--- config.mk ---
export PLATFORM = sky130hd
export DESIGN_NAME = ft_rx_reader_flat
export DESIGN_NICKNAME = d
export VERILOG_FILES = /design/src/rtl/ft_rx_reader_if.sv /design/src/rtl/ft_rx_reader.sv /design/src/flat_wrapper.sv
export SDC_FILE = /design/constraint.sdc
export NUM_CORES = 1
export LEC_CHECK = 0
export BUFFER_PORTS_ARGS = -buffer_cell sky130_fd_sc_hd__buf_2
export CORE_UTILIZATION = 25
export CTS_CLUSTER_SIZE = 40
export DETAILED_ROUTE_END_ITERATION = 6
export PLACE_DENSITY = 0.44
export SLEW_MARGIN = 30
export SYNTH_ARGS = -nofsm -noshare
export SYNTH_HDL_FRONTEND = slang
export SYNTH_SLANG_ARGS = --single-unit
--- constraint.sdc ---
create_clock -name CLK -period 5.25 [get_ports CLK]
set_input_delay 0.525 -clock CLK [delete_from_list [all_inputs] [get_ports CLK]]
set_output_delay 0.525 -clock CLK [all_outputs]
set_load 0.02 [all_outputs]
--- src/rtl/ft_rx_reader_if.sv ---
`default_nettype none
// ============================================================================
// Module   : ft_rx_reader_if
// Purpose  : Bridge read bus plus local word stream between reader and consumer.
// Revision : 1.0 - initial release
// ============================================================================
interface ft_rx_reader_if;
  logic        rxf_n;
  logic [31:0] data_in;
  logic [3:0]  be_in;
  logic        oe_n;
  logic        rd_n;
  logic [31:0] m_data;
  logic [3:0]  m_be;
  logic        m_valid;
  logic        m_ready;
  logic        overflow;

  modport master (
    input  rxf_n, data_in, be_in, m_ready,
    output oe_n, rd_n, m_data, m_be, m_valid, overflow
  );

  modport slave (
    output rxf_n, data_in, be_in, m_ready,
    input  oe_n, rd_n, m_data, m_be, m_valid, overflow
  );
endinterface
`default_nettype wire

--- src/rtl/ft_rx_reader.sv ---
`default_nettype none
// ============================================================================
// Module   : ft_rx_reader
// Purpose  : Reads words from a USB FIFO bridge into a circular buffer.
//            Optional macro FT_RX_BE_FILTER_EN drops words with partial be_in.
// Revision : 1.0 - initial release
// ============================================================================
module ft_rx_reader #(
  parameter int DEPTH     = 8,
  parameter int FREE_MIN  = 3,
  parameter int STOP_FILL = DEPTH - 2
) (
  input  wire            CLK,
  input  wire            rst_n,
  ft_rx_reader_if.master bus
);

  localparam int AW = $clog2(DEPTH);
  localparam int CW = AW + 2;

  localparam logic [CW-1:0] C_DEPTH     = CW'(DEPTH);
  localparam logic [CW-1:0] C_FREE_MIN  = CW'(FREE_MIN);
  localparam logic [CW-1:0] C_STOP_FILL = CW'(STOP_FILL);
  localparam logic [AW:0]   C_PTR_ONE   = (AW+1)'(1);

  localparam logic [1:0] S_IDLE = 2'd0;
  localparam logic [1:0] S_TURN = 2'd1;
  localparam logic [1:0] S_READ = 2'd2;
  localparam logic [1:0] S_STOP = 2'd3;

  logic [1:0]    state_q, state_d;
  logic          oe_n_q, oe_n_d;
  logic          rd_n_q, rd_n_d;
  logic          armed_q;
  logic [AW:0]   wr_ptr_q, rd_ptr_q;
  logic [35:0]   mem_q [DEPTH];
  logic          overflow_q;

  logic          w_capture, w_push, w_pop, w_wr_en;
  logic          w_full, w_empty;
  logic [CW-1:0] w_fill, w_fill_post, w_free;
  logic [AW-1:0] w_wr_idx, w_rd_idx;

  assign w_wr_idx = wr_ptr_q[AW-1:0];
  assign w_rd_idx = rd_ptr_q[AW-1:0];
  assign w_empty  = (wr_ptr_q == rd_ptr_q);
  assign w_full   = (wr_ptr_q == {~rd_ptr_q[AW], rd_ptr_q[AW-1:0]});

  assign w_capture = ~rd_n_q & ~bus.rxf_n;
`ifdef FT_RX_BE_FILTER_EN
  assign w_push = w_capture & (bus.be_in == 4'hF);
`else
  assign w_push = w_capture;
`endif
  assign w_pop   = ~w_empty & bus.m_ready;
  // A full buffer still accepts a word when the head leaves on the same edge.
  assign w_wr_en = w_push & (~w_full | w_pop);

  assign w_fill      = {1'b0, wr_ptr_q - rd_ptr_q};
  assign w_fill_post = w_fill + CW'(w_wr_en) - CW'(w_pop);
  assign w_free      = C_DEPTH - w_fill;

  always_comb begin
    state_d = state_q;
    oe_n_d  = 1'b1;
    rd_n_d  = 1'b1;
    case (state_q)
      S_IDLE: begin
        if (armed_q && !bus.rxf_n && (w_free >= C_FREE_MIN)) begin
          state_d = S_TURN;
          oe_n_d  = 1'b0;
        end
      end
      S_TURN: begin
        state_d = S_READ;
        oe_n_d  = 1'b0;
        rd_n_d  = 1'b0;
      end
      S_READ: begin
        if (bus.rxf_n || (w_fill_post >= C_STOP_FILL)) begin
          state_d = S_STOP;
        end else begin
          oe_n_d  = 1'b0;
          rd_n_d  = 1'b0;
        end
      end
      S_STOP: begin
        state_d = S_IDLE;
      end
      default: begin
        state_d = S_IDLE;
      end
    endcase
  end

  // armed_q holds the FSM in IDLE for the first edge after reset release.
  always_ff @(posedge CLK or negedge rst_n) begin
    if (!rst_n) begin
      state_q <= S_IDLE;
      oe_n_q  <= 1'b1;
      rd_n_q  <= 1'b1;
      armed_q <= 1'b0;
    end else begin
      state_q <= state_d;
      oe_n_q  <= oe_n_d;
      rd_n_q  <= rd_n_d;
      armed_q <= 1'b1;
    end
  end

  always_ff @(posedge CLK or negedge rst_n) begin
    if (!rst_n) begin
      wr_ptr_q   <= '0;
      rd_ptr_q   <= '0;
      overflow_q <= 1'b0;
    end else begin
      if (w_wr_en) begin
        wr_ptr_q <= wr_ptr_q + C_PTR_ONE;
      end
      if (w_pop) begin
        rd_ptr_q <= rd_ptr_q + C_PTR_ONE;
      end
      if (w_push && w_full && !w_pop) begin
        overflow_q <= 1'b1;
      end
    end
  end

  always_ff @(posedge CLK or negedge rst_n) begin
    if (!rst_n) begin
      for (int i = 0; i < DEPTH; i++) begin
        mem_q[i] <= '0;
      end
    end else if (w_wr_en) begin
      mem_q[w_wr_idx] <= {bus.be_in, bus.data_in};
    end
  end

  assign bus.oe_n     = oe_n_q;
  assign bus.rd_n     = rd_n_q;
  assign bus.m_data   = mem_q[w_rd_idx][31:0];
  assign bus.m_be     = mem_q[w_rd_idx][35:32];
  assign bus.m_valid  = ~w_empty;
  assign bus.overflow = overflow_q;

endmodule
`default_nettype wire

--- src/flat_wrapper.sv ---
// flat-port wrapper written by rule: the top's interface ports become plain ports
module ft_rx_reader_flat 
#(
  parameter int DEPTH     = 8,
  parameter int FREE_MIN  = 3,
  parameter int STOP_FILL = DEPTH - 2
)
  (CLK, rst_n, bus_rxf_n, bus_data_in, bus_be_in, bus_m_ready, bus_oe_n, bus_rd_n, bus_m_data, bus_m_be, bus_m_valid, bus_overflow);
  ft_rx_reader_if bus_i ();
  input  wire CLK;
  input  wire rst_n;
  input wire logic [$bits(bus_i.rxf_n)-1:0] bus_rxf_n;
  input wire logic [$bits(bus_i.data_in)-1:0] bus_data_in;
  input wire logic [$bits(bus_i.be_in)-1:0] bus_be_in;
  input wire logic [$bits(bus_i.m_ready)-1:0] bus_m_ready;
  output wire logic [$bits(bus_i.oe_n)-1:0] bus_oe_n;
  output wire logic [$bits(bus_i.rd_n)-1:0] bus_rd_n;
  output wire logic [$bits(bus_i.m_data)-1:0] bus_m_data;
  output wire logic [$bits(bus_i.m_be)-1:0] bus_m_be;
  output wire logic [$bits(bus_i.m_valid)-1:0] bus_m_valid;
  output wire logic [$bits(bus_i.overflow)-1:0] bus_overflow;
  assign bus_i.rxf_n = bus_rxf_n;
  assign bus_i.data_in = bus_data_in;
  assign bus_i.be_in = bus_be_in;
  assign bus_i.m_ready = bus_m_ready;
  assign bus_oe_n = bus_i.oe_n;
  assign bus_rd_n = bus_i.rd_n;
  assign bus_m_data = bus_i.m_data;
  assign bus_m_be = bus_i.m_be;
  assign bus_m_valid = bus_i.m_valid;
  assign bus_overflow = bus_i.overflow;
  ft_rx_reader #(.DEPTH(DEPTH), .FREE_MIN(FREE_MIN), .STOP_FILL(STOP_FILL)) u_core (.CLK(CLK), .rst_n(rst_n), .bus(bus_i));
endmodule
# [Yosys cells after proc, flatten, opt, wreduce, memory -nomap -nowiden]
# Index checks and enable logic that the tools add are counted.
[totals] reg_bits=302 in_bits=40 out_inout_bits=40 word_cells=67
[classes] add_sub_neg=6 magnitude_cmp=5 eq_ne=7 n_mux=13 n_bitwise=11 reduce_logical=10
[op_table] cell="$bwmux 288" count=1
[op_table] cell="$bmux 36 s3" count=1
[op_table] cell="$demux 36 s3" count=1
[op_table] cell="$mux 36" count=3
[op_table] cell="$add 4x1->4 const B" count=2
[op_table] cell="$eq 4x4->1" count=2
[op_table] cell="$ge 4x4->1 const B" count=2
[op_table] cell="$not 3->4" count=2
[op_table] cell="$pmux 2 s4" count=1
[op_table] cell="$add 4x1->5" count=1
[op_table] cell="$ge 5x2->1 const B" count=1
[op_table] cell="$ge 5x3->1 const B" count=1
[op_table] cell="$logic_and 1x1->1" count=5
[op_table] cell="$not 1->1" count=5
[op_table] cell="$sub 4x4->5 const A" count=1
[op_table] cell="$sub 5x1->5" count=1
[op_table] cell="$eq 2x2->1 const B" count=2
[op_table] cell="$lt 4x1->1 const B" count=1
[op_table] cell="$mux 2" count=2
[op_table] cell="$ne 2x1->1 const B" count=2
[op_table] cell="$sub 4x4->4" count=1
[op_table] cell="$and 1x1->1" count=3
[op_table] cell="$pmux 1 s3" count=1
[op_table] cell="$eq 2x1->1 const B" count=1
[op_table] cell="7 further kinds" count=9

# [Longest topological paths before layout]
[logic_depth] word_depth=11 mapped_depth=19 depth_no_buf=16

# [Worst setup path after synthesis]
# No wires, ideal clock.
[synth_path] path_type="reg2reg" from="register u_core.rd_ptr_q[1]" to="register u_core.state_q[1]" setup_ns=0.128 t_arrival_ns=4.067 t_required_ns=5.122 setup_slack_ns=1.056 stages_incl_launch_ff=20 path_buffers=3 synth_period_minus_slack_ns=4.194 cell_sequence="dfrtp_1 clkbuf_1 clkbuf_1 inv_1 ha_1 nand3_1 or2_1 and2_1 clkbuf_1 ha_1 inv_1 ha_1 inv_1 fa_1 inv_1 a21o_1 a21oi_1 xor2_1 o311ai_2 mux2_1"
[synth_between] elab_chain_cells=11 elab_cells_between_ends=18 classes_between="add/sub (4); order compare (2); eq/ne (4); bitwise (5); reduce/logical (3)"
[synth_lines] item="start: declaration" line_no="ft_rx_reader.sv:35" text="logic [AW:0] wr_ptr_q, rd_ptr_q;"
[synth_lines] item="start signal: assignment" line_no="ft_rx_reader.sv:121" text="rd_ptr_q <= rd_ptr_q + C_PTR_ONE;"
[synth_lines] item="$eq 4x4->1 *" line_no="ft_rx_reader.sv:46" text="assign w_empty = (wr_ptr_q == rd_ptr_q);"
[synth_lines] item="$not 1->1 *"
[synth_lines] item="net bus_m_valid" line_no="flat_wrapper.sv:20" text="output wire logic [$bits(bus_i.m_valid)-1:0] bus_m_valid;"
[synth_lines] item="$and 1x1->1 *" line_no="ft_rx_reader.sv:55" text="assign w_pop = ~w_empty & bus.m_ready;"
[synth_lines] item="net u_core.w_pop" line_no="ft_rx_reader.sv:39" text="logic w_capture, w_push, w_pop, w_wr_en;"
[synth_lines] item="$or 1x1->1" line_no="ft_rx_reader.sv:57" text="assign w_wr_en = w_push & (~w_full | w_pop);"
[synth_lines] item="$and 1x1->1" line_no="ft_rx_reader.sv:57"
[synth_lines] item="$add 4x1->5" line_no="ft_rx_reader.sv:60" text="assign w_fill_post = w_fill + CW'(w_wr_en) - CW'(w_pop);"
[synth_lines] item="$sub 5x1->5 *" line_no="ft_rx_reader.sv:60"
[synth_lines] item="$ge 5x3->1 *" line_no="ft_rx_reader.sv:80" text="if (bus.rxf_n || (w_fill_post >= C_STOP_FILL)) begin"
[synth_lines] item="$logic_or 1x1->1 *" line_no="ft_rx_reader.sv:80"
[synth_lines] item="$ne 2x1->1 (no line) *"
[synth_lines] item="$reduce_and 2->1 (no line) *"
[synth_lines] item="end signal: assignment" line_no="ft_rx_reader.sv:104" text="state_q <= state_d;"
[synth_lines] item="end: declaration" line_no="ft_rx_reader.sv:31" text="logic [1:0] state_q, state_d;"
# The timed path passes the listed nets; every way through them passes the cells marked *.
# A chain may end at the register's enable or synchronous reset.

# [Final worst setup path]
[layout_path] from="register u_core.wr_ptr_q[0]" to="register u_core.state_q[1]"
[layout_between] elab_chain_cells=11 elab_cells_between_ends=18 classes_between="add/sub (4); order compare (2); eq/ne (4); bitwise (5); reduce/logical (3)"
[layout_lines] item="start: declaration" line_no="ft_rx_reader.sv:35"
[layout_lines] item="start signal: assignment" line_no="ft_rx_reader.sv:118" text="wr_ptr_q <= wr_ptr_q + C_PTR_ONE;"
[layout_lines] item="$eq 4x4->1" line_no="ft_rx_reader.sv:46"
[layout_lines] item="$not 1->1" line_no="ft_rx_reader.sv:55"
[layout_lines] item="$and 1x1->1" line_no="ft_rx_reader.sv:55"
[layout_lines] item="$or 1x1->1" line_no="ft_rx_reader.sv:57"
[layout_lines] item="$and 1x1->1" line_no="ft_rx_reader.sv:57"
[layout_lines] item="$add 4x1->5" line_no="ft_rx_reader.sv:60"
[layout_lines] item="$sub 5x1->5" line_no="ft_rx_reader.sv:60"
[layout_lines] item="$ge 5x3->1" line_no="ft_rx_reader.sv:80"
[layout_lines] item="$logic_or 1x1->1" line_no="ft_rx_reader.sv:80"
[layout_lines] item="$ne 2x1->1 (no line)"
[layout_lines] item="$reduce_and 2->1 (no line) *"
# Mark *: on every way between the ends. The rest lies on a longest branch, timed or not.

==> results.md <==
- Status: finished, final reports clean
- Post-route clock period utilization: 0.781
- PwrDens: approximately 700 nW/µm²
- Largest family of logic cells by synthesized area: multiplexers
- Cell count after synthesis: 924
- CP top delay family: adder cells
- Synth area leader: dfrtp_1
- Post-synthesis sequential area ratio: 0.534
- Max-cap violation count: 0
- Buffers added on ports: 79
- Clock tree root buffer cell: clkbuf_16
- Setup Buffers After CTS: 0
- ANT nets after route: 0
- Clock Path Buffers: 3
- Layout cells sized above 1: 0.475
- Peak fanout along the critical path: 8
- Area share of fa/ha/maj cells after synthesis: 0.0179
- HPWL Detailed: 20.0 mm
- Aggregate global-route resource usage: 0.125
- Buf/Inv on CP: 4
- Die Ht: 240 µm
- Synth top area share: 0.531
- Via density: 4.44
- LEAKAGE: around 7.4 nW
- Period minus WS final: 4100 ps
- Core area: 55500 µm²
- H-tree depth: 2
- I/O pins: 80
- Reg area: about 7600 µm²
- Crit path kind: reg -> reg
- Least-Margin Pin Slew: about 950 ps
- DIE WIDTH: ~240 µm
- Row count: 86
- Simple-gate share of the synthesized area: 0.0508
- Post-synthesis mux area share: 0.353
- CTS tree: built
- Largest net degree at the start of global routing: 101
- EDFF count, synth: 0
- Initial antenna violation count: 3
- Worst clock skew: between 15 and 20 ps
- Worst-case vdd ir drop: about 0.4 mV
- Most used DFF post-synth: dfrtp_1
- HP Class: in -> async
- Pins Over Slew Limit: 0
- Startpoint Class: flip-flop
- Commonest non-fill, non-tap cell in the layout: dfrtp_1
- Footprint of the multi-input gates: 6190 µm²
- WP data arrival: between 4000 and 5000 ps
- Drt wl/cell: 19.5 µm
- Final hold vios: 0
- WL final: 34.8 mm
- Diodes inserted: 0
- Post-synth ARST share: 1.00
- Yosys warns: 0
- Post-Synth XOR/XNOR Area: 0.00805
- TritonCTS buffer count: 36
- CP max-delay cell: dfrtp_1
- Fillers: ~5600
- CTS Sinks: 302
- Mean Syn Cell Area: approximately 15 µm²
- GPL Wtd Cong: approximately 0.7
- Flops & latches, synth: between 300 and 400
- Post-Place Cells: 1719
- Worst Setup End Kind: flip-flop
- Starting DRT DRC Count: 345
- Final net count: 1068
- First-pass GRT wire length: 54.3 mm
- DRT Pass-1 Iters: 4
- Final setup TNS: 0 ps
- Post-Syn Area: 14200 µm²
- CP dominant cell by count: inv_1
- Via Count: 7899
- RSZ-0062 raised after global routing: no
- Worst slew margin: 0.368
- Final setup fails: 0
- Cell variety after synth: 46
- Worst-path clk slew: approximately 50 ps
- Starting density of the core: 0.255
- Compound-cell area share of the yosys netlist: 0.00707
- Synthesized Nets: approximately 980
- Crit-path cells: inv_1, ha_1, nand3_1, or3_4, nand2_1, ha_1, inv_1, ha_1, inv_1, fa_1, inv_1, a21o_1, a21oi_1, xor2_1, o311ai_2, mux2_1
- CTS Hold Bufs: 0
- Clock latency on the worst-skew pair: roughly 520 ps
- Hold_ws: 19.3 ps
- GR Overflow Total: 0
- Post-CTS resize count: 0
- DRC: 0
- Most frequent cells in the layout: 297 x dfrtp_1, 220 x mux2_2, 116 x nand2_1
- Fin cells: 1781
- Data required, critical path: around 5700 ps
- Die area: about 58000 µm²
- Fmax: 0.244 GHz
- Vias in the first global route: 8607
- Area contributors post-synth: dfrtp_1 53%, mux2_2 18%, mux4_2 11%
- Area grow syn2layout: 16.7%
- Max incr delay on CP: roughly 640 ps
synth_stat cells (6+ instances only):
master      n
dfrtp_1   300
mux2_2    220
nand2_1   116
mux4_2     72
mux2_1     41
mux2_4     29
buf_2      18
ha_1       17
inv_1      14
buf_6      12
clkbuf_1   12
xnor2_1     9
a21oi_1     6
cell type report:
cell class	count	area share
Clock buffer	57	0.0661
Inverter	15	0.00341
Tap cell	748	0.0567
Multi-Input combinational cell	557	0.375
Sequential cell	302	0.458
Timing Repair Buffer	97	0.0357
Clock inverter	5	0.00455
worst paths after layout:
kind | start | endpoint | slack (ps) | cells after the start
min in group CLK | bus_data_in[19] | u_core.mem_q[55] | 330 | 2
worst min register to register | u_core.bus.overflow | u_core.bus.overflow | 450 | 1
worst max-delay path | u_core.wr_ptr_q[0] | u_core.state_q[1] | 1150 | 16
worst min-delay path | rst_n | u_core.mem_q[175] | 20 | 1
worst max register to register | u_core.wr_ptr_q[0] | u_core.state_q[1] | 1150 | 16
max in group asynchronous | rst_n | u_core.mem_q[228] | 3980 | 2
metal layers:
metal | share of wire | wire, µm | vias to the layer above | GRT usage
met3 | 0.038 | 1340 | 51 | 0.0263
met5 | 0.0010 | 35 | - | 0
li1 | - | - | 3522 | -
met1 | 0.46 | 15900 | 4223 | 0.167
met2 | 0.49 | 16900 | 97 | 0.207
met4 | 0.017 | 599 | 6 | 0.0317
flip-flops by register name, indices dropped and copies added (netlist names):
register,count
u_core.mem_q,288
u_core.state_q,2
u_core.armed_q,1
u_core.wr_ptr_q,4
u_core.bus.overflow,1
u_core.bus.rd_n,1
u_core.bus.oe_n,1
u_core.rd_ptr_q,4
where the power goes:
group / internal, mW / switching [mW] / total, mW
Sequential: 3.43 / 0.584 / 4.01
Clock: 1.52 / 0.960 / 2.48
Combinational: 2.45 / 2.35 / 4.79
Total: 7.39 / 3.89 / 11.3
cell families after synthesis:
| kind of cell | count (synthesis) |
|---|---|
| buffers and inverters | 65 |
| AO/OA/AOI/OAI | 14 |
| flip-flops | 302 |
| XOR/XNOR | 13 |
| AND/OR/NAND/NOR | 148 |
| other | 1 |
| multiplexers | 362 |
| adder cells (fa/ha/maj) | 19 |
stage by stage:
stage / setup slack (ps) / utilization / area [µm²] / total power, mW
2_1_floorplan: 1060 / - / 14200 / 7.60
3_3_place_gp: 1290 / 0.275 / 15300 / 8.88
3_5_place_dp: 1210 / 0.276 / 15300 / 8.97
4_1_cts: 1120 / 0.297 / 16500 / 11.5
5_1_grt: 928 / 0.297 / 16500 / 12.1
6_report: 1150 / 0.297 / 16500 / 11.3
(Power assumes the default switching activity.)
